$ cat src/rtl/vga_sync_pkg.sv
// Shared 640x480@72 Hz timing defaults, counter/colour widths and the
// helper used to derive line and frame totals.
package vga_sync_pkg;
    localparam int CNT_W   = 10;
    localparam int COLOR_W = 3;

    localparam int H_ACTIVE_DEF = 640;
    localparam int H_FP_DEF     = 24;
    localparam int H_SYNC_DEF   = 40;
    localparam int H_BP_DEF     = 128;

    localparam int V_ACTIVE_DEF = 480;
    localparam int V_FP_DEF     = 9;
    localparam int V_SYNC_DEF   = 3;
    localparam int V_BP_DEF     = 28;

    localparam logic SYNC_POL_DEF = 1'b0;

    function automatic int timing_total(input int active, input int fp,
                                        input int sync, input int bp);
        return active + fp + sync + bp;
    endfunction
endpackage

$ cat src/rtl/wrap_counter.sv
// Modulus-N up-counter with enable; wrap_o is high on the enabled clock
// where the count returns from N-1 to 0.
module wrap_counter #(
    parameter int N = 832,
    parameter int W = 10
) (
    input  logic         clk,
    input  logic         reset,
    input  logic         en_i,
    output logic [W-1:0] count_o,
    output logic         wrap_o
);
    localparam logic [W-1:0] LAST = W'(N - 1);

    logic [W-1:0] count_q;
    logic [W-1:0] count_d;

    assign wrap_o  = en_i && (count_q == LAST);
    assign count_o = count_q;

    always_comb begin
        count_d = count_q;
        if (wrap_o) begin
            count_d = '0;
        end else if (en_i) begin
            count_d = count_q + 1'b1;
        end
    end

    always_ff @(posedge clk) begin
        if (reset) begin
            count_q <= '0;
        end else begin
            count_q <= count_d;
        end
    end
endmodule

$ cat src/rtl/vga_sync.sv
// VGA timing generator: h/v counters publish the pixel coordinate, and one
// register stage aligns the returned colour with hsync/vsync/frame_start.
module vga_sync
    import vga_sync_pkg::*;
#(
    parameter int   H_ACTIVE = H_ACTIVE_DEF,
    parameter int   H_FP     = H_FP_DEF,
    parameter int   H_SYNC   = H_SYNC_DEF,
    parameter int   H_BP     = H_BP_DEF,
    parameter int   V_ACTIVE = V_ACTIVE_DEF,
    parameter int   V_FP     = V_FP_DEF,
    parameter int   V_SYNC   = V_SYNC_DEF,
    parameter int   V_BP     = V_BP_DEF,
    parameter logic SYNC_POL = SYNC_POL_DEF
) (
    input  logic               clk,
    input  logic               reset,
    input  logic [COLOR_W-1:0] color_px,
    output logic [CNT_W-1:0]   x_px,
    output logic [CNT_W-1:0]   y_px,
    output logic               activevideo,
    output logic [COLOR_W-1:0] rgb,
    output logic               hsync,
    output logic               vsync,
    output logic               frame_start
);
    localparam int H_TOTAL = timing_total(H_ACTIVE, H_FP, H_SYNC, H_BP);
    localparam int V_TOTAL = timing_total(V_ACTIVE, V_FP, V_SYNC, V_BP);

    localparam logic [CNT_W-1:0] H_VIS_END = CNT_W'(H_ACTIVE);
    localparam logic [CNT_W-1:0] V_VIS_END = CNT_W'(V_ACTIVE);
    localparam logic [CNT_W-1:0] HS_FIRST  = CNT_W'(H_ACTIVE + H_FP);
    localparam logic [CNT_W-1:0] HS_LAST   = CNT_W'(H_ACTIVE + H_FP + H_SYNC - 1);
    localparam logic [CNT_W-1:0] VS_FIRST  = CNT_W'(V_ACTIVE + V_FP);
    localparam logic [CNT_W-1:0] VS_LAST   = CNT_W'(V_ACTIVE + V_FP + V_SYNC - 1);

    logic [CNT_W-1:0] hc;
    logic [CNT_W-1:0] vc;
    logic             h_wrap;
    logic             v_wrap;

    wrap_counter #(.N(H_TOTAL), .W(CNT_W)) u_hcnt (
        .clk     (clk),
        .reset   (reset),
        .en_i    (1'b1),
        .count_o (hc),
        .wrap_o  (h_wrap)
    );

    wrap_counter #(.N(V_TOTAL), .W(CNT_W)) u_vcnt (
        .clk     (clk),
        .reset   (reset),
        .en_i    (h_wrap),
        .count_o (vc),
        .wrap_o  (v_wrap)
    );

    assign x_px = hc;
    assign y_px = vc;

    logic visible;
    logic hs_active;
    logic vs_active;

    assign visible   = (hc < H_VIS_END) && (vc < V_VIS_END);
    assign hs_active = (hc >= HS_FIRST) && (hc <= HS_LAST);
    assign vs_active = (vc >= VS_FIRST) && (vc <= VS_LAST);

    // High exactly when the counters sit at (0,0): after reset or a frame wrap.
    logic origin_q;

    logic [COLOR_W-1:0] rgb_q, rgb_d;
    logic               active_q, active_d;
    logic               hsync_q, hsync_d;
    logic               vsync_q, vsync_d;
    logic               frame_start_q, frame_start_d;

    always_comb begin
        rgb_d         = visible ? color_px : '0;
        active_d      = visible;
        hsync_d       = hs_active ? SYNC_POL : ~SYNC_POL;
        vsync_d       = vs_active ? SYNC_POL : ~SYNC_POL;
        frame_start_d = origin_q;
    end

    always_ff @(posedge clk) begin
        if (reset) begin
            origin_q      <= 1'b1;
            rgb_q         <= '0;
            active_q      <= 1'b0;
            hsync_q       <= ~SYNC_POL;
            vsync_q       <= ~SYNC_POL;
            frame_start_q <= 1'b0;
        end else begin
            origin_q      <= v_wrap;
            rgb_q         <= rgb_d;
            active_q      <= active_d;
            hsync_q       <= hsync_d;
            vsync_q       <= vsync_d;
            frame_start_q <= frame_start_d;
        end
    end

    assign rgb         = rgb_q;
    assign activevideo = active_q;
    assign hsync       = hsync_q;
    assign vsync       = vsync_q;
    assign frame_start = frame_start_q;
endmodule
$ cat config.mk
export PLATFORM = sky130hd
export DESIGN_NAME = vga_sync
export DESIGN_NICKNAME = d
export VERILOG_FILES = /design/src/rtl/vga_sync_pkg.sv /design/src/rtl/wrap_counter.sv /design/src/rtl/vga_sync.sv
export SDC_FILE = /design/constraint.sdc
export NUM_CORES = 1
export LEC_CHECK = 0
export CORE_ASPECT_RATIO = 2
export CORE_MARGIN = 3
export CORE_UTILIZATION = 38
export CTS_BUF_LIST = sky130_fd_sc_hd__clkbuf_2
export DETAILED_ROUTE_END_ITERATION = 10
export GPL_TIMING_DRIVEN = 0
export PLACE_DENSITY = 0.72
export SLEW_MARGIN = 40
export SYNTH_ARGS = -nofsm -noshare
export SYNTH_HDL_FRONTEND = slang
export SYNTH_SLANG_ARGS = --single-unit
$ cat constraint.sdc
create_clock -name clk -period 3.65 [get_ports clk]
set_input_delay 0.73 -clock clk [delete_from_list [all_inputs] [get_ports clk]]
set_output_delay 0.73 -clock clk [all_outputs]
set_load 0.05 [all_outputs]
==> results of run 1 <==
==> power by group <==
group	internal, W	total (W)	leakage (nW)	switching [W]
Clock	0.0000223	0.000106	0.0125	0.0000841
Combinational	0.0000183	0.0000490	0.336	0.0000307
Sequential	0.000313	0.000316	0.228	0.00000329
==> path summary, 6_finish.rpt <==
check                                       start                end  slack, ns  cells after the start
worst max-delay path            u_hcnt.count_o[7]            x_px[7]       1.20                      1
worst min-delay path                frame_start_d        frame_start       0.46                      1
worst max register to register  u_hcnt.count_o[0]  u_vcnt.count_o[7]       1.87                      6
worst min register to register      frame_start_d        frame_start       0.46                      1
==> state kept, by name, indices dropped and copies added (netlist names) <==
name and count:
rgb 3, hsync 1, activevideo 1, vsync 1
frame_start_d 1, u_vcnt.count_o 10, u_hcnt.count_o 10, frame_start 1
==> synthesized netlist by cell type (all sizes together) <==
master	n	share of area (%)
and3	4	2.5
xor2	6	4.3
nand2	4	1.2
nor2	18	5.5
ha	4	4.1
or4	4	2.4
nand4	7	6.0
nand3	7	2.9
inv	5	1.5
o31ai	3	1.8
and4bb	1	1.3
xnor2	6	4.3
and4	1	0.71
mux2i	1	0.81
buf	4	3.2
nand2b	1	0.51
nand3b	1	0.61
o21ai	3	1.2
nor4b	1	0.71
or2	1	0.51
a21oi	5	2.0
or3	2	1.0
dfxtp	28	46
nor3	3	1.2
nor2b	2	1.0
and2	4	2.0
o21bai	1	0.92
==> metrics by stage <==
stage                     setup WS (ns)  cells  hold slack (ns)  total power (W)  util (%)
after detailed placement           1.62    187            0.427         0.000371      52.0
final                              1.20    190            0.463         0.000472      52.5
after CTS                          1.18    190            0.465         0.000476      52.5
after global routing               1.09    190            0.480         0.000492      52.5
after floorplan                    1.66    127            0.414         0.000354         -
after global placement             1.63    187            0.433         0.000371      52.0
==> per-layer routing <==
layer,vias to the layer above,track usage [%]
li1,505,-
met1,458,15.6
met3,4,2.70
met2,23,24.0
met5,-,0
met4,0,6.22
==> worst reg2reg max path: cells and delay by family, from the launching register on <==
kind	cells	cell delay [ns]
AOI/OAI and AO/OA	1	0.17
adders and majority gates	1	0.21
buffers and inverters	1	0.14
DFF	1	0.42
and+or+nand+nor	3	0.79
==> cell type report <==
class,instances,area (um^2)
Sequential cell,28,561
Inverter,5,18.8
Tap cell,30,37.5
Buffer,4,38.8
Clock buffer,3,15.0
Timing Repair Buffer,30,300
Multi-Input combinational cell,90,611
Fill cell,276,1430
==> kinds of logic (layout without fill, tap and decap cells) <==
kind of cell | after synthesis | after routing | synth area share (%)
adders and majority gates | 4 | 4 | 4.07
xor gates and xnor gates | 12 | 12 | 8.55
and+or+nand+nor | 61 | 61 | 30.2
DFF | 28 | 28 | 45.6
AOI/OAI and AO/OA | 12 | 12 | 6.01
muxes | 1 | 1 | 0.815
buffers and inverters | 9 | 42 | 4.68
==> metrics, run 1 <==
outcome=finished clean; HPWL Detailed=approximately 1.9 mm; Clock Latency Late Sink=between 0.3 and 0.4 ns; drt drc=0; fin. max-slew vios=0; H-tree levels=1; row count=28; max-capacitance violation count=0; pin count of the biggest net entering global routing=15; dpl cell area=around 1600 um^2; initial antenna violation count=0; CTS tree=built; WL met1=around 990 um; Final period util=around two thirds; Buf/Inv on CP=1; Hold Fails Final Rpt=0; post_cts resized=0; CTS sink count=28; Pwr Density=between 200 and 300 nW/um^2; worst vdd ir=approximately 0.00021 V; Synth cell types=31; Clock Path Buffers=2; Area Growth Syn to Fin=28.7%; cells after synthesis=between 100 and 150; first-pass GRT wire length=roughly 4.2 mm; crit-path max FO=7; Slew @ Worst Pin=between 0.4 and 0.5 ns; fraction of layout cells with a size suffix above 1=just under 9%; # diodes=0; critical path class=reg -> out; Req. time, crit path=between 2 and 3 ns; normalized max-slew margin=about two thirds; CTS Buf Count=3; metal2 WL=1.31 mm; Die X=approximately 46 um; most frequent cells in the layout=30 x clkdlybuf4s50_1, 28 x dfxtp_1, 18 x nor2_1, 7 x nand3_1; worst endpoint data arrival time=approximately 1.7 ns; Top delay family on crit path=buffers and inverters; via density per instance=between 5 and 6; worst hold-check path type=reg -> reg; most common cell after layout, fill and taps aside=clkdlybuf4s50_1; Core ar.=about 3000 um^2; clk slew on worst S/H paths=roughly 0.24 ns; Initial DRC Count=7; uppermost layer routed=met4; Mapped Avg Cell Area=between 9 and 10 um^2; wire per inst=between 10 and 15 um; hold buffers post-CTS=0; Setup Total Neg Slack=0 ns; Placer Congestion=a little over 0.7; Synth Cell Area=about 1200 um^2; final instance area=around 1600 um^2; DR WL met3=approximately 110 um; final global-route overflow total=0; final WL=2.44 mm; All-Layer GR Usage=between 10% and 20%; Layout Nets=about 170; Ys Warns=0; critical path's slowest cell=clkdlybuf4s50_1; Port Buffers=30; Post-CTS Setup Bufs=0; CP max stage delay=roughly 0.85 ns; number of global-route vias before repair=954; Fmax achieved=408 MHz; worst path cell trace=clkdlybuf4s50_1; Synth Register Bits=28; first drt pass iteration count=4; root buffer cell=clkbuf_2; Routed Antenna Nets=0; syn nets=approximately 140; die area=around 4000 um^2; Die H=approximately 86 um; Vias=between 900 and 1000; num ports=32; Final Skew=roughly 0.0094 ns; post-synthesis sequential area ratio=45.6%; CP Launch Type=flop; min Tclk post-route=2.45 ns; P_leak=0.576 nW; Starting Density=around two fifths; crit end category=primary output; # setup viols final=0; RSZ-0062 raised after global routing=no
(Power assumes the default switching activity.)
==> inputs of run 2 (changes only) <==
==> constraint.sdc (replaced) <==
create_clock -name clk -period 2.3 [get_ports clk]
set_input_delay 0.46 -clock clk [delete_from_list [all_inputs] [get_ports clk]]
set_output_delay 0.46 -clock clk [all_outputs]
set_load 0.05 [all_outputs]
==> results of run 2 <==
The final DEF is identical to that of run 1. Status: finished clean.
Main changes from that run: setup slack after placement 1.62 ns -> 0.540 ns; setup slack after layout 1.20 ns -> 0.117 ns; hold slack 0.463 ns -> 0.276 ns; register-to-register setup slack 1.87 ns -> 0.52 ns; end point of the worst hold path frame_start -> u_hcnt.count_o[2]; total power 0.000472 W -> 0.000749 W; worst IR drop on VDD 0.000212 V -> 0.000336 V
==> inputs of run 3 (changes only) <==
--- a/config.mk
+++ b/config.mk
@@ -6,7 +6,6 @@
 export NUM_CORES = 1
 export LEC_CHECK = 0
 export CORE_ASPECT_RATIO = 2
-export CORE_MARGIN = 3
 export CORE_UTILIZATION = 38
 export CTS_BUF_LIST = sky130_fd_sc_hd__clkbuf_2
 export DETAILED_ROUTE_END_ITERATION = 10
==> run 3 against run 2 <==
  * Count of clock-buffer cells in the layout stayed put
  * Via count is 0.51% higher
  * Combinational power is 0.6% lower
  * Largest power group unchanged
  * Sequential power hardly changed
==> metrics, run 3 (synthesized netlist as in run 1, its figures left out) <==
normalized max-slew margin=66.3% (was 66.6%); post_cts resized=0 (unchanged); Worst path depth=1 (unchanged); WHS=0.291 ns (was 0.276 ns); crit-path max FO=7 (unchanged); num ports=32 (unchanged); initial antenna violation count=0 (unchanged); most common cell after layout, fill and taps aside=clkdlybuf4s50_1 (unchanged); row count=28 (unchanged); P_leak=0.576 nW (unchanged); All-Layer GR Usage=15.0% (was 13.9%); critical path class=reg -> out (unchanged); Buf/Inv on CP=1 (unchanged); Clock Latency Late Sink=0.34 ns (was 0.35 ns); CTS Buf Count=3 (unchanged); clk slew on worst S/H paths=0.23 ns (was 0.24 ns); fraction of layout cells with a size suffix above 1=8.75% (unchanged); Core ar.=3010 um^2 (unchanged); crit end category=primary output (unchanged); worst path cell trace=clkdlybuf4s50_1 (unchanged); worst hold-check path type=in -> reg (unchanged); HPWL Detailed=1.85 mm (was 1.87 mm); via density per instance=5.24 (was 5.21); hold buffers post-CTS=0 (unchanged); # setup viols final=0 (unchanged); CP max stage delay=0.85 ns (about the same); # diodes=0 (unchanged); FF+latch area=561 um^2 (unchanged); Slew @ Worst Pin=0.503 ns (was 0.499 ns); pin count of the biggest net entering global routing=15 (unchanged); Final period util=93.8% (was 94.9%); reg2reg path depth=6 (unchanged); Port Buffers=30 (unchanged); Filler cells=287 (was 276); Req. time, crit path=1.84 ns (about the same); worst vdd ir=0.000267 V (was 0.000336 V); CP Launch Type=flop (unchanged); first-pass GRT wire length=4.11 mm (was 4.21 mm); Initial DRC Count=15 (was 7); Fmax achieved=463 MHz (was 458 MHz); hold path depth=2 (unchanged); Vias=995 (was 990); outcome=finished clean (unchanged); Area Growth Syn to Fin=28.7% (unchanged); footprint of the multi-input gates=611 um^2 (unchanged); final global-route overflow total=0 (unchanged); number of global-route vias before repair=930 (was 954); most frequent cells in the layout=30 x clkdlybuf4s50_1, 28 x dfxtp_1, 18 x nor2_1, 7 x nand3_1 (unchanged); root buffer cell=clkbuf_2 (unchanged); wire per inst=12.7 um (was 12.9 um); fin. max-slew vios=0 (unchanged); Routed Antenna Nets=0 (unchanged); Placer Congestion=0.721 (was 0.718); CTS sink count=28 (unchanged); CTS tree=built (unchanged); min Tclk post-route=2.16 ns (was 2.18 ns); Hold Fails Final Rpt=0 (unchanged); Final Skew=0.00326 ns (was 0.00938 ns); H-tree levels=1 (unchanged); worst endpoint data arrival time=1.70 ns (was 1.72 ns); Starting Density=40.8% (unchanged); Post-CTS Setup Bufs=0 (unchanged); Die H=82.4 um (was 86.4 um); die area=3480 um^2 (was 3990 um^2); drt drc=0 (unchanged); Pwr Density=471 nW/um^2 (was 473 nW/um^2); Die X=42.2 um (was 46.2 um); first drt pass iteration count=4 (unchanged); max-capacitance violation count=0 (unchanged); Clock Path Buffers=2 (unchanged); RSZ-0062 raised after global routing=no (unchanged); Layout Nets=171 (unchanged); Setup Total Neg Slack=0 ns (unchanged); final WL=2.40 mm (was 2.44 mm); Top delay family on crit path=buffers and inverters (unchanged); critical path's slowest cell=clkdlybuf4s50_1 (unchanged)
## run 3: cell counts in the layout (fill, tap and decap cells not counted)
Identical to the previous run, type by type.
## run 3: final timing paths
kind / startpoint / endpoint / slack [ns]
worst min register to register: frame_start_d / frame_start / 0.48
worst max register to register: u_hcnt.count_o[0] / u_vcnt.count_o[7] / 0.55
worst max-delay path: u_vcnt.count_o[3] / y_px[3] / 0.14
worst min-delay path: reset / u_hcnt.count_o[2] / 0.29
## run 3: layer usage
| metal | GRT usage, % | vias to the layer above | wire length, um |
|---|---|---|---|
| met5 | 0 | - | 0 |
| met4 | 6.56 | 0 | 38 |
| met3 | 1.52 | 5 | 64 |
| met2 | 28.0 | 20 | 1310 |
| met1 | 16.7 | 465 | 992 |
| li1 | - | 505 | - |
## run 3: cell type report
type,instances,area share (%)
tap,30,2.37
multi-input combinational,90,38.6
inverter,5,1.19
timing repair buffer,30,19.0
clock buffer,3,0.949
sequential,28,35.4
buffer,4,2.45
## run 3: report_power, final
part           leakage, nW  internal, W  switching (W)  total [W]
sequential           0.228     0.000497     0.00000571   0.000502
combinational        0.336    0.0000290      0.0000482  0.0000772
clock               0.0125    0.0000355       0.000130   0.000166
total                0.576     0.000561       0.000184   0.000745
## run 3: through the flow
stage	instance area [um^2]	worst slack [ns]	total power, W	cells	utilization [%]
after floorplan	1230	0.311	0.000562	127	-
after global placement	1570	0.557	0.000589	187	52.0
after detailed placement	1570	0.552	0.000590	187	52.0
after CTS	1580	0.125	0.000754	190	52.5
after global routing	1580	0.0178	0.000780	190	52.5
final	1580	0.142	0.000745	190	52.5
